==> src/rtl/seq_det_pkg.sv <==
// Shared types and constants for the serial 1011 Moore pattern detector.
// The state encodings are fixed at 0..4 so that 5..7 are the unreachable codes.
package seq_det_pkg;

    typedef enum logic [2:0] {
        ZERO             = 3'd0,
        ONE              = 3'd1,
        ONE_ZERO         = 3'd2,
        ONE_ZERO_ONE     = 3'd3,
        ONE_ZERO_ONE_ONE = 3'd4
    } state_e;

    // Oldest bit in the MSB position, matching a left-shifting history register.
    localparam logic [3:0] PATTERN = 4'b1011;

endpackage

==> src/rtl/sequence_detector_moore.sv <==
// Moore FSM that flags overlapping occurrences of the serial pattern 1011.
// The detect flag is decoded from the state register alone, one cycle per match.
module sequence_detector_moore
    import seq_det_pkg::*;
(
    input  logic clock,
    input  logic reset,
    input  logic sequence_in,
    output logic detector_out
);

    state_e state_q;
    state_e state_d;

    always_ff @(posedge clock) begin
        if (reset) begin
            state_q <= ZERO;
        end else begin
            state_q <= state_d;
        end
    end

    // On a completed match, the trailing "1" (or the "10" that follows it) is reused.
    always_comb begin
        state_d = ZERO;
        case (state_q)
            ZERO:             state_d = sequence_in ? ONE              : ZERO;
            ONE:              state_d = sequence_in ? ONE              : ONE_ZERO;
            ONE_ZERO:         state_d = sequence_in ? ONE_ZERO_ONE     : ZERO;
            ONE_ZERO_ONE:     state_d = sequence_in ? ONE_ZERO_ONE_ONE : ONE_ZERO;
            ONE_ZERO_ONE_ONE: state_d = sequence_in ? ONE              : ONE_ZERO;
            default:          state_d = ZERO;
        endcase
    end

    always_comb begin
        detector_out = 1'b0;
        if (state_q == ONE_ZERO_ONE_ONE) begin
            detector_out = 1'b1;
        end
    end

endmodule

==> config.mk <==
export PLATFORM = sky130hd
export DESIGN_NAME = sequence_detector_moore
export DESIGN_NICKNAME = d
export VERILOG_FILES = /design/src/rtl/seq_det_pkg.sv /design/src/rtl/sequence_detector_moore.sv
export SDC_FILE = /design/constraint.sdc
export NUM_CORES = 1
export LEC_CHECK = 0
export ABC_CLOCK_PERIOD_IN_PS = 1540
export BUFFER_PORTS_ARGS = -buffer_cell sky130_fd_sc_hd__buf_2
export CORE_AREA = 2 2 39 41
export CTS_BUF_LIST = sky130_fd_sc_hd__clkbuf_8
export CTS_CLUSTER_SIZE = 30
export DETAILED_ROUTE_END_ITERATION = 6
export DIE_AREA = 0 0 41 43
export HOLD_SLACK_MARGIN = 0.02
export PLACE_DENSITY_LB_ADDON = 0.08
export SLEW_MARGIN = 0
export SYNTH_ARGS = -nofsm -noshare
export SYNTH_HDL_FRONTEND = slang
export SYNTH_SLANG_ARGS = --single-unit
==> constraint.sdc <==
create_clock -name clock -period 1.54 [get_ports clock]
set_clock_uncertainty 0.05 [all_clocks]
set_input_delay 0.154 -clock clock [delete_from_list [all_inputs] [get_ports clock]]
set_output_delay 0.154 -clock clock [all_outputs]
set_load 0.02 [all_outputs]
# == Word level (Yosys, flattened, before mapping) ==
# Index checks and enable logic that the tools add are counted.
# word_totals
output_inout_bits,1
register_bits,3
input_bits,3
wordCells,13
# classes
eq_ne,4
n_mux,6
reduce_logical,2
# ops
cell,count
$pmux 3 s4,1
$eq 3x2->1 const B,2
$mux 2,2
$eq 3x1->1 const B,1
$eq 3x3->1 const B,1
$logic_not 3->1,1
$mux 3,1
$mux 1,2
$reduce_or 2->1,1

# == Longest topological paths before layout ==
# logic_depth
depth_word,3
ltp_mapped,2
mapped_depth_nobuf,2

# == Worst setup path before layout ==
# No wires, ideal clock.
# synth_timing
kind,reg-to-output
from,register state_q[2]
to,output port detector_out
path_slack_ns,0.441
stages_incl_launch_ff,2
required_time_ns,1.336
arrival_ns,0.895
path_buffers,0
cell_sequence,dfxtp_1 nor3b_1
# synth_via
elab_chain_cells,2
# synth_lines
item,line_no,source
from (decl),sequence_detector_moore.sv:12,state_e state_q;
from (signal assigned),sequence_detector_moore.sv:19,state_q <= state_d;
$eq 3x3->1,sequence_detector_moore.sv:38,if (state_q == ONE_ZERO_ONE_ONE) begin
$mux 1,sequence_detector_moore.sv:38,
to (decl),sequence_detector_moore.sv:9,output logic detector_out
# Every way passes these cells.

# == Worst setup path after layout ==
# Same ends and word-level chain as after synthesis.

==> flow_metrics.py <==
metrics = {
    "status": {
        "status": "complete, no violations",
    },
    "synthesis": {
        "ys_ff_latch": 3,
        "synth_commonest_cells": "dfxtp_1, nor3b_1",
        "synthDistinctLibCells": 8,
        "yosysWarningCount": 0,
        "synthCells": 12,
        "synthFlopType": "dfxtp_1",
        "ys_async_sr_fraction_pct": 0,
        "yosysTopAreaCellShare_pct": 44.0,
        "syn-num-nets": 15,
        "synth_top_area_cell": "dfxtp_1",
        "synth_area_leaders": "dfxtp_1, nor3b_1, or4bb_1",
        "synth_edf_count": 0,
        "synth_area_um2": 136,
        "avgSynthCellArea_um2": 11.4,
        "seq_area_frac_synth_pct": 44.0,
    },
    "power": {
        "power_uw": 314,
        "clock_power_share_pct": 70.2,
        "sw_frac_of_total_pct": 18.5,
        "p_leak_uw": 0.0000806,
        "p_per_area_nw_per_um2": 1450,
        "power.net_switching_uw": 58.1,
        "power_frac_seq_pct": 26.8,
        "combPwrFrac_pct": 2.9,
        "internal-power_uw": 256,
        "max-vdd-ir-drop_mv": 0.212,
    },
    "worst_hold_path": {
        "holdCritPathClass": "in2reg",
    },
    "die": {
        "initial_core_util_pct": 9.86,
        "ios": 4,
        "die_area_um2": 1760,
        "core_region_area_um2": 1380,
        "die_x_um": 41,
        "die_height_um": 43,
        "placementRows": 14,
    },
    "critical_path": {
        "critical_path.endpoint_type": "output pin",
        "critical_path_class": "reg2out",
        "crit_slowest_cell": "dfxtp_1",
        "slowest_delay_ns": 0.37,
        "critPathArrivalTime_ns": 0.97,
        "cp_max_fo": 6,
        "worstPathRequired_ns": 1.34,
        "crit_chain": "nor3b_1 > buf_2",
        "worst_setup_path_start_kind": "flop",
    },
    "detailed_routing": {
        "wl_per_cell_um": 9.60,
        "drc": 0,
        "firstDrtPassIters": 2,
        "avgViaCountPerCell": 3.74,
        "dr_wl_met2_um": 191,
        "postRouteWirelength_um": 336,
        "drt-initial-drc-count": 2,
        "detail-route-antenna-nets": 0,
        "wl_met3_um": 33,
        "top_layer": "met4",
        "wl_met1_um": 90,
        "vias": 131,
    },
    "timing": {
        "hold_viol_final": 0,
        "fin_crit_sh_pct": 76.6,
        "setup_violations": 0,
        "tightestPinTransition_ns": 0.175,
        "max-slew-margin-rel_pct": 88.3,
        "fmaxAchievable_mhz": 848,
        "grt_setup_unrepaired": "no",
        "post-route-min-period_ns": 1.18,
        "drv_slew": 0,
        "fin_tns_setup_ns": 0,
    },
    "global_route": {
        "grtUsageTotal_pct": 5.81,
        "grt_pass1_vias": 146,
        "grt_max_degree": 7,
        "overflow": 0,
        "grt_pass1_wl_um": 552,
        "antenna_found_initial": 0,
    },
    "clocking": {
        "numCtsBuffers": 3,
        "path_clk_slew_ns": 0.03,
        "cts_buffer_depth": 2,
        "cts_setup_buffers": 0,
        "hold_buffers": 0,
        "clock_sinks": 3,
        "clock_latency_ns": 0.21,
        "clockRootBuffer": "clkbuf_8",
        "h-tree-depth": 1,
        "cts_tree": "done",
        "cts_resized": 0,
    },
    "job": {
        "drv_cap": 0,
    },
    "layout": {
        "drive_above_1_share_pct": 31.6,
        "diodes": 0,
        "top_regs": "state_q x3",
        "top_register": "state_q",
        "fin_util_pct": 15.6,
        "syn2layout_area_growth_pct": 58.7,
        "fin_nets": 23,
        "largest_register_ffs": 3,
    },
    "placed_design": {
        "port_buffers": 3,
        "gp_congestion": 0.496,
        "dp_hpwl_um": 246,
    },
}
power groups by stage:
| stage | Sequential [uW] | Clock, uW | Combinational, uW |
|---|---|---|---|
| floorplan | 84.2 | 0 | 4.58 |
| global placement | 85.1 | 0 | 9.62 |
| detailed placement | 85.2 | 0 | 9.36 |
| CTS | 84.2 | 228 | 9.52 |
| global route | 84.7 | 237 | 10.1 |
| finish | 84.2 | 221 | 9.25 |
cells by family after synthesis:
logic type                 count (synthesis)  share of synthesized area [%]
DFF                                        3                           44.0
AOI/OAI and AO/OA                          1                           4.59
and+or+nand+nor                            7                           44.0
adders and majority gates                  1                           7.34
worst max-delay path: cells and delay by family, from the launching register on:
| kind | cells | cell delay (ns) |
|---|---|---|
| and+or+nand+nor | 1 | 0.20 |
| buffers and inverters | 1 | 0.19 |
| DFF | 1 | 0.37 |
per-layer routing:
layer | vias up | global-route usage (%)
met3 | 2 | 4.71
met5 | - | 0
li1 | 61 | -
met2 | 3 | 7.81
met4 | 0 | 10.0
met1 | 65 | 2.88
final timing paths:
kind,from,to,slack [ns],cells past startpoint
hold / removal,reset,state_q[0]$_SDFF_PP0_,0.09,2
setup / recovery,state_q[2]$_SDFF_PP0_,detector_out,0.36,2
hold reg to reg,state_q[0]$_SDFF_PP0_,state_q[2]$_SDFF_PP0_,0.47,2
setup reg to reg,state_q[0]$_SDFF_PP0_,state_q[1]$_SDFF_PP0_,0.39,2
metrics by stage:
step | hold WS (ns) | instances | worst slack (ns) | area, um^2
6_report | 0.0906 | 35 | 0.361 | 216
5_1_grt | 0.0910 | 35 | 0.267 | 216
4_1_cts | 0.0899 | 35 | 0.335 | 216
3_5_place_dp | 0.314 | 31 | 0.391 | 171
3_3_place_gp | 0.319 | 31 | 0.395 | 171
2_1_floorplan | 0.173 | 12 | 0.441 | 136
layout make-up:
cell class / instances / area [um^2]
Timing Repair Buffer: 3 / 15.0
Clock buffer: 3 / 41.3
Tap cell: 16 / 20.0
Fill cell: 158 / 1170
Clock inverter: 1 / 3.75
Sequential cell: 3 / 60.1
Multi-Input combinational cell: 9 / 76.3
cells in the final DEF (no fill, tap or decap):
cell type  count
a31oi_1        1
buf_2          3
clkbuf_8       3
dfxtp_1        3
inv_1          1
maj3_1         1
nand3b_1       1
nor3b_1        3
or3b_1         1
or4b_1         1
or4bb_1        1
Power figures use the tool's default switching activity.
